--- src/rtl/reg_file_scoreboard_pkg.sv ---
// Shared widths and reserved register indices for the register file and
// the destination-select logic.
package reg_file_scoreboard_pkg;

  localparam int DATA_W   = 32;
  localparam int ADDR_W   = 5;
  localparam int NUM_REGS = 1 << ADDR_W;
  localparam int CNT_W    = ADDR_W + 1;

  typedef logic [DATA_W-1:0] data_t;
  typedef logic [ADDR_W-1:0] reg_idx_t;
  typedef logic [CNT_W-1:0]  count_t;

  localparam reg_idx_t REG_ZERO = reg_idx_t'(0);
  localparam reg_idx_t REG_RA   = reg_idx_t'(31);

  // A request only touches state when it is valid and aimed at a real register.
  function automatic logic isLiveReg(input logic en, input reg_idx_t idx);
    return en && (idx != REG_ZERO);
  endfunction

endpackage

--- src/rtl/reg_file_scoreboard_bits.sv ---
// Pending-write scoreboard: one busy bit per register plus a running count
// of busy registers, updated by accepted issues and by writeback clears.
module scoreboard_bits
  import reg_file_scoreboard_pkg::*;
(
  input  logic              i_clk,
  input  logic              i_reset,
  input  logic              i_setValid,
  input  logic [ADDR_W-1:0] i_setReg,
  input  logic              i_clrValid,
  input  logic [ADDR_W-1:0] i_clrReg,
  input  logic [ADDR_W-1:0] i_queryA,
  input  logic [ADDR_W-1:0] i_queryB,
  input  logic [ADDR_W-1:0] i_queryIssue,
  output logic              o_busyA,
  output logic              o_busyB,
  output logic              o_busyIssue,
  output logic [ADDR_W:0]   o_pendingCount
);

  localparam logic [ADDR_W:0] CNT_ONE = (ADDR_W+1)'(1);

  logic [NUM_REGS-1:0] r_busy;
  logic [NUM_REGS-1:0] w_busyNext;
  logic [ADDR_W:0]     r_count;
  logic [ADDR_W:0]     w_countNext;
  logic                w_set;
  logic                w_clr;
  logic                w_sameReg;
  logic                w_clrWasBusy;
  logic                w_inc;
  logic                w_dec;

  // A set and a clear of the same register in one cycle leaves it busy, so
  // the count only moves when the two requests do not cancel each other.
  always_comb begin
    w_set        = isLiveReg(i_setValid, i_setReg);
    w_clr        = isLiveReg(i_clrValid, i_clrReg);
    w_sameReg    = (i_setReg == i_clrReg);
    w_clrWasBusy = w_clr && r_busy[i_clrReg];
    w_inc        = w_set && !(w_clrWasBusy && w_sameReg);
    w_dec        = w_clrWasBusy && !(w_set && w_sameReg);

    w_busyNext = r_busy;
    if (w_clr) w_busyNext[i_clrReg] = 1'b0;
    if (w_set) w_busyNext[i_setReg] = 1'b1;

    w_countNext = r_count;
    case ({w_inc, w_dec})
      2'b10:   w_countNext = r_count + CNT_ONE;
      2'b01:   w_countNext = r_count - CNT_ONE;
      default: w_countNext = r_count;
    endcase
  end

  always_ff @(posedge i_clk) begin
    if (i_reset) begin
      r_busy  <= '0;
      r_count <= '0;
    end else begin
      r_busy  <= w_busyNext;
      r_count <= w_countNext;
    end
  end

  assign o_busyA        = r_busy[i_queryA];
  assign o_busyB        = r_busy[i_queryB];
  assign o_busyIssue    = r_busy[i_queryIssue];
  assign o_pendingCount = r_count;

endmodule

--- src/rtl/reg_file_scoreboard.sv ---
// 32-entry register file with write-first bypass on both read ports and a
// scoreboard that refuses a second reservation of a register still in flight.
module reg_file_scoreboard
  import reg_file_scoreboard_pkg::*;
(
  input  logic              Clk,
  input  logic              Reset,
  input  logic [ADDR_W-1:0] ReadRegA,
  input  logic [ADDR_W-1:0] ReadRegB,
  output logic [DATA_W-1:0] ReadDataA,
  output logic [DATA_W-1:0] ReadDataB,
  output logic              BusyA,
  output logic              BusyB,
  input  logic              IssueValid,
  input  logic [ADDR_W-1:0] IssueReg,
  output logic              IssueStall,
  input  logic              WriteEn,
  input  logic [ADDR_W-1:0] WriteReg,
  input  logic [DATA_W-1:0] WriteData,
  output logic [ADDR_W:0]   PendingCount
);

  logic [DATA_W-1:0] r_regs [NUM_REGS];

  logic w_writeHit;
  logic w_issueHit;
  logic w_issueAccept;
  logic w_bypassA;
  logic w_bypassB;
  logic w_busyRawA;
  logic w_busyRawB;
  logic w_busyIssue;

  // A writeback to the register being issued frees it this cycle, so the
  // new reservation may proceed instead of stalling on the old one.
  always_comb begin
    w_writeHit    = isLiveReg(WriteEn, WriteReg);
    w_issueHit    = isLiveReg(IssueValid, IssueReg);
    IssueStall    = w_issueHit && w_busyIssue &&
                    !(w_writeHit && (WriteReg == IssueReg));
    w_issueAccept = w_issueHit && !IssueStall;
  end

  scoreboard_bits u_scoreboard (
    .i_clk          (Clk),
    .i_reset        (Reset),
    .i_setValid     (w_issueAccept),
    .i_setReg       (IssueReg),
    .i_clrValid     (w_writeHit),
    .i_clrReg       (WriteReg),
    .i_queryA       (ReadRegA),
    .i_queryB       (ReadRegB),
    .i_queryIssue   (IssueReg),
    .o_busyA        (w_busyRawA),
    .o_busyB        (w_busyRawB),
    .o_busyIssue    (w_busyIssue),
    .o_pendingCount (PendingCount)
  );

  always_ff @(posedge Clk) begin
    if (Reset) begin
      for (int i = 0; i < NUM_REGS; i++) begin
        r_regs[i] <= '0;
      end
    end else if (w_writeHit) begin
      r_regs[WriteReg] <= WriteData;
    end
  end

  // Register 0 is hard-wired to zero; the bypass never matches it because
  // a write to index 0 is never live.
  always_comb begin
    w_bypassA = w_writeHit && (WriteReg == ReadRegA);
    w_bypassB = w_writeHit && (WriteReg == ReadRegB);

    ReadDataA = '0;
    if (w_bypassA)                   ReadDataA = WriteData;
    else if (ReadRegA != REG_ZERO)   ReadDataA = r_regs[ReadRegA];

    ReadDataB = '0;
    if (w_bypassB)                   ReadDataB = WriteData;
    else if (ReadRegB != REG_ZERO)   ReadDataB = r_regs[ReadRegB];

    BusyA = w_busyRawA && !w_bypassA && (ReadRegA != REG_ZERO);
    BusyB = w_busyRawB && !w_bypassB && (ReadRegB != REG_ZERO);
  end

endmodule

--- config.mk ---
export PLATFORM = sky130hd
export DESIGN_NAME = reg_file_scoreboard
export DESIGN_NICKNAME = d
export VERILOG_FILES = /design/src/rtl/reg_file_scoreboard_pkg.sv /design/src/rtl/reg_file_scoreboard_bits.sv /design/src/rtl/reg_file_scoreboard.sv
export SDC_FILE = /design/constraint.sdc
export NUM_CORES = 2
export LEC_CHECK = 0
export CORE_MARGIN = 2
export CORE_UTILIZATION = 45
export CTS_BUF_LIST = sky130_fd_sc_hd__clkbuf_8
export DETAILED_ROUTE_END_ITERATION = 12
export GPL_TIMING_DRIVEN = 0
export HOLD_SLACK_MARGIN = 0.06
export PLACE_DENSITY = 0.57
export RECOVER_POWER = 100
export SETUP_SLACK_MARGIN = 0.02
export SYNTH_ARGS = -nofsm -noshare
export SYNTH_HDL_FRONTEND = slang
export SYNTH_SLANG_ARGS = --single-unit
--- constraint.sdc ---
create_clock -name Clk -period 7.2 [get_ports Clk]
set_input_delay 2.16 -clock Clk [delete_from_list [all_inputs] [get_ports Clk]]
set_output_delay 2.16 -clock Clk [all_outputs]
set_load 0.02 [all_outputs]
### Word-level counts from Yosys, hierarchy flattened

Memories as Yosys holds them, arrays and structs flattened.
Index checks and enable logic that the tools add are counted.

| word-level totals | value |
|---|---|
| RAM bits | 1024 |
| input port bits | 56 |
| register bits after elaboration | 38 |
| output and inout port bits | 73 |
| logic and storage cells | 80 |
| memories kept | 1 |

| cells by class | value |
|---|---|
| add/sub/neg operators | 2 |
| equal/unequal tests | 6 |
| order comparisons | 6 |
| mux-type cells | 27 |
| bitwise operators | 3 |
| reduce and logical (&&, ||, !) cells | 33 |

Memories:

| name | words | bits a word | rd ports | clocked after Yosys merged registers in | wr ports | line | source |
|---|---|---|---|---|---|---|---|
| r_regs | 32 | 32 | 2 | 0 | 32 | reg_file_scoreboard.sv:23 | `logic [DATA_W-1:0] r_regs [NUM_REGS];` |

Operator list:

| kind | number |
|---|---|
| $mux 32 | 7 |
| $and 32x32->32 | 1 |
| $not 32->32 | 1 |
| $or 32x32->32 | 1 |
| $reduce_or 32->1 | 1 |
| $lt 5x6->1 const B | 4 |
| $logic_and 1x1->1 | 21 |
| $bmux 1 s5 | 4 |
| $eq 5x5->1 | 4 |
| $reduce_bool 5->1 | 4 |
| $mux 1 | 12 |
| $pmux 6 s2 | 1 |
| $demux 1 s5 | 2 |
| $ge 5x1->1 const B | 2 |
| $add 6x1->6 const B | 1 |
| $logic_not 1->1 | 6 |
| $sub 6x1->6 const B | 1 |
| $mux 5 | 1 |
| $eq 2x1->1 const B | 1 |
| $eq 2x2->1 const B | 1 |
| $reduce_bool 2->1 | 1 |

### Logic depth before layout (Yosys ltp)

| depth | value |
|---|---|
| depth after elaboration | 13 |
| mapped depth | 15 |
| gate-level depth less buffers | 12 |

### Cells and area by module

A second synthesis with hierarchy kept.

| unflattened totals | value |
|---|---|
| cell total of the unflattened synthesis | 4232 |
| area total of the unflattened synthesis | 58232.1 µm² |

Modules (own cells, without submodules):

| module | area each (µm²) | cells an instance | instances | sequential area each (µm²) |
|---|---|---|---|---|
| reg_file_scoreboard | 55306.8 | 3901 | 1 | 30749.5 |
| scoreboard_bits | 2925.3 | 331 | 1 | 760.7 |

### Least setup slack after synthesis

Ideal clock, no wire load.

| timing | value |
|---|---|
| kind | input port to output port |
| start | input WriteReg[3] |
| end | output ReadDataA[0] |
| data required time | 5.040 ns |
| path slack | 1.106 ns |
| stages on the path | 7 |
| path buffers | 2 |
| data arrival time | 3.934 ns |
| cells stage by stage | buf_2 > or3_4 > o31ai_4 > or3_1 > buf_2 > nand2_1 > o21ai_0 |

| between the ends | value |
|---|---|
| cells in the longest elaborated chain, start to end | 4 |
| elaborated cells between the ends (all ways) | 5 |
| those cells by class | 1 x eq/ne; 1 x mux; 3 x reduce/logical |

Ends and longest elaborated chain:

| element | line | source |
|---|---|---|
| start, declared | reg_file_scoreboard.sv:18 | `input logic [ADDR_W-1:0] WriteReg,` |
| $reduce_bool 5->1 | reg_file_scoreboard_pkg.sv:19 | `return en && (idx != REG_ZERO);` |
| $logic_and 1x1->1 | reg_file_scoreboard_pkg.sv:19 |  |
| $logic_and 1x1->1 (*) | reg_file_scoreboard.sv:73 | `w_bypassA = w_writeHit && (WriteReg == ReadRegA);` |
| $mux 32 (*) | reg_file_scoreboard.sv:77 | `if (w_bypassA) ReadDataA = WriteData;` |
| end, declared | reg_file_scoreboard.sv:10 | `output logic [DATA_W-1:0] ReadDataA,` |

Mark *: on every way between the ends. The rest lies on a longest branch, timed or not.

### Final worst setup path

| timing | value |
|---|---|
| start | input WriteReg[2] |
| end | output ReadDataB[16] |

| between the ends | value |
|---|---|
| cells in the longest elaborated chain, start to end | 4 |
| elaborated cells between the ends (all ways) | 5 |
| those cells by class | 1 x eq/ne; 1 x mux; 3 x reduce/logical |

Ends and longest elaborated chain:

| element | line | source |
|---|---|---|
| $reduce_bool 5->1 | reg_file_scoreboard_pkg.sv:19 |  |
| $logic_and 1x1->1 | reg_file_scoreboard_pkg.sv:19 |  |
| $logic_and 1x1->1 (*) | reg_file_scoreboard.sv:74 | `w_bypassB = w_writeHit && (WriteReg == ReadRegB);` |
| $mux 32 (*) | reg_file_scoreboard.sv:81 | `if (w_bypassB) ReadDataB = WriteData;` |
| end, declared | reg_file_scoreboard.sv:11 | `output logic [DATA_W-1:0] ReadDataB,` |

Marked as above.

==> out/metrics.csv <==
stage;metric;value;unit
timing;worst_pin_slew;3.20;ns
clocking;cts_buffers;189;
clocking;root_buffer;clkbuf_8;
setup_path;cp_top_family;buffers and inverters;
yosys;synth_seq_area_share;53.8;%
global_route;grt_antenna_before_repair;20;
yosys;ys_types;72;
pwr;ir_worst_vdd;0.219;mV
setup_path;crit_path_max_fanout;10;
routing;drt_iter0_drc;6694;
setup_path;path_cells;clkbuf_1 > or3_4 > o31ai_4 > buf_4 > buf_4 > o31a_4 > buf_2 > a32o_1 > a31o_1 > dlygate4sd2_1;
timing;rsz0062_at_grt;true;
global_route;grt_pass1_vias;42500;
routing;postRouteAntennaNets;0;
timing;setup_violations;24;
routing;post_drt_via_cell_ratio;6.55;
place;place_area;62700;sq um
routing;routed_wl;249000;um
yosys;synth_edf_count;1024;
clocking;cts_tree;done;
run_status;status;finished with violations;
setup_path;path_buf_inv;5;
place;hpwl;174000;um
pwr;p_leak;23.5;nW
place;gp_congestion;0.981;
floorplan;die_x;365;um
timing;skew;0.0300;ns
pwr;p_sw;4.44;mW
timing;slew_violations;631;
pwr;p_sw_share;29.7;%
setup_path;startpoint_type;primary input;
yosys;yosys_warnings;0;
global_route;grt_usage;37.4;%
yosys;syn_area;58600;sq um
pwr;power.share.combinational;16.2;%
floorplan;core;129000;sq um
setup_path;cp.arrival;5.16;ns
yosys;synth-main-ff-cell;edfxtp_1;
timing;fin_ws;-0.124;ns
pwr;pwr-share-clk;35.0;%
floorplan;pin_count;129;
setup_path;cp_slowest_stage_delay;0.56;ns
floorplan;initial_core_util;45.3;%
routing;drc;0;
pwr;pwr-share-seq;48.8;%
layout;final.fill_count;11400;
global_route;grt_overflow;0;
setup_path;cp_slowest_cell;or3_4;
place;pre_cts_ws;-2.02;ns
floorplan;die_area;133000;sq um
yosys;ys_ff_latch;1062;
clocking;ctsHoldBuffers;0;
clocking;clockBufferDepth;3;
global_route;grt_pass1_wl;335000;um
timing;max_freq;0.137;GHz
timing;period_share;102;%
place;io_buffers;114;
layout;drive_above_1_share;19.5;%
setup_path;cp_common_cell;buf_4;
timing;relSlewSlack;-113;%
pwr;power_density;225;nW/um^2
setup_path;cp-end-kind;primary output;
timing;finalSetupTns;-0.885;ns
setup_path;required;5.04;ns
routing;wl_per_cell;37.8;um
run_status;violations;capacitance limit, slew limit, setup timing;
floorplan;die_h;365;um
clocking;clock_latency;0.96;ns
clocking;clk_pin_slew;0.06;ns
timing;whs;0.524;ns
timing;finalHoldViolations;0;
global_route;grt_max_degree;33;
yosys;avgSynthCellArea;13.6;sq um
routing;vias;43100;
clocking;cts.sinks;1062;
floorplan;core.rowCount;132;
layout;final_cell_area;66400;sq um
timing;finalCriticalPeriod;7.32;ns
min_path;hp-class;reg -> reg;
routing;dr.pass1.iters;8;
yosys;async_flop_share;0;%
job;maxCapViolCount;30;
yosys;synthCells;4310;
pwr;p_int;10.5;mW
clocking;h-tree-depth;4;
layout;nets;4751;
setup_path;worstSetupPathType;in -> out;
layout;synthToLayoutAreaGrowth;13.3;%
-- power by group through the flow --
stage / clock network (mW) / logic, mW / registers, mW
final: 5.24 / 2.43 / 7.30
after global routing: 5.49 / 2.47 / 7.33
after CTS: 5.23 / 2.38 / 7.28
after detailed placement: 0 / 2.34 / 7.41
after global placement: 0 / 2.29 / 7.40
after floorplan: 0 / 1.30 / 7.35
-- synth_stat cells (4+ instances only) --
cell type,count,share of area [%]
edfxtp_1,1024,52
and2_1,994,11
mux4_2,398,15
mux2i_1,326,5.6
clkbuf_1,312,2.0
nand2_1,248,1.6
o21ai_0,106,0.91
a22oi_1,102,1.3
a221oi_1,79,1.2
buf_2,76,0.65
nand3_1,69,0.59
nor2_1,54,0.35
a221o_1,53,0.91
o22ai_1,50,0.53
dfxtp_1,38,1.3
a21o_1,35,0.45
a32o_1,35,0.60
inv_1,35,0.22
a21oi_1,32,0.27
buf_4,32,0.41
buf_1,28,0.18
a31o_2,26,0.39
xnor2_1,16,0.24
nor3_1,14,0.12
nand2b_1,11,0.12
buf_6,8,0.15
o2bb2ai_1,8,0.12
o32ai_1,8,0.12
a31o_1,5,0.075
ha_1,5,0.11
nand3b_1,5,0.064
or3_1,5,0.053
and3_1,4,0.043
nor2b_1,4,0.043
-- final timing paths --
check	from	end	slack [ns]	cells after the start
worst min-delay path	u_scoreboard.r_busy[30]$_SDFF_PP0_	u_scoreboard.r_busy[30]$_SDFF_PP0_	0.52	2
worst max-delay path	WriteReg[2]	ReadDataB[16]	-0.12	10
worst max register to register	u_scoreboard.r_busy[2]$_SDFF_PP0_	u_scoreboard.o_pendingCount[5]$_SDFFE_PP0P_	3.86	12
worst min register to register	u_scoreboard.r_busy[30]$_SDFF_PP0_	u_scoreboard.r_busy[30]$_SDFF_PP0_	0.52	2
-- logic make-up (layout without fill, tap and decap cells) --
kind of cell,count (synthesis),after routing,share of synthesized area (%)
compound gates,560,560,7.18
flops,1062,1062,53.8
buf+inv,496,994,3.65
mux,727,727,20.9
simple gates,1439,1439,14.0
other cells,1,39,0.00640
fa+ha+maj,6,6,0.141
xor+xnor,19,19,0.284
-- layout by cell type (no fill, tap or decap), types with 89 or more instances in the layout --
cell / count
o21ai_0: 89
clkbuf_1: 268
mux2i_1: 323
edfxtp_1: 1024
and2_0: 553
and2_1: 441
clkbuf_8: 199
a22oi_1: 90
mux4_2: 398
nand2_1: 240
inv_1: 111
-- repair_timing --
item / 4_1_cts / 5_1_grt
setup endpoints to repair: 66 / 38
pin swaps: 14 / 10
gates resized for setup: 387 / 53
setup buffers: 11 / 2
cloned: 0 / 0
-- area by class of cell --
cell class / count / area [sq um] / share of cell area, %
multi-input combinational: 2783 / 25300 / 38.1
inverter: 38 / 146 / 0.221
antenna: 7 / 17.5 / 0.0264
clock inverter: 146 / 644 / 0.971
sequential: 1062 / 31500 / 47.5
timing repair buffer: 158 / 1330 / 2.00
clock buffer: 195 / 2680 / 4.04
buffer: 457 / 2550 / 3.84
tap: 1742 / 2180 / 3.28
-- routing by layer --
| layer | GRT usage [%] | vias to the layer above | share of wire (%) | wire length (um) |
|---|---|---|---|---|
| met2 | 56.0 | 3166 | 44 | 110000 |
| met1 | 48.0 | 22000 | 37 | 91700 |
| met3 | 13.9 | 734 | 14 | 34400 |
| met5 | 0 | - | 0.059 | 146 |
| li1 | - | 17200 | - | - |
| met4 | 17.6 | 14 | 5.2 | 12900 |
-- tightest hold or removal path: stages, from the launching register on --
cell and delay [ns]:
dfxtp_1 0.35, inv_1 0.07, o32ai_1 0.05
-- metrics by stage --
step	util (%)	std cells	power, mW
6_report	51.3	6588	15.0
5_1_grt	51.3	6582	15.3
4_1_cts	51.7	6579	14.9
3_5_place_dp	48.5	6228	9.75
3_3_place_gp	48.0	6197	9.69
2_1_floorplan	-	4341	8.65
-- registers in the layout, summed over array words and instances, names as in the netlist --
name                         cells
r_regs                        1024
u_scoreboard.r_busy             32
u_scoreboard.o_pendingCount      6
No activity file was read; power rests on OpenSTA's default activity.
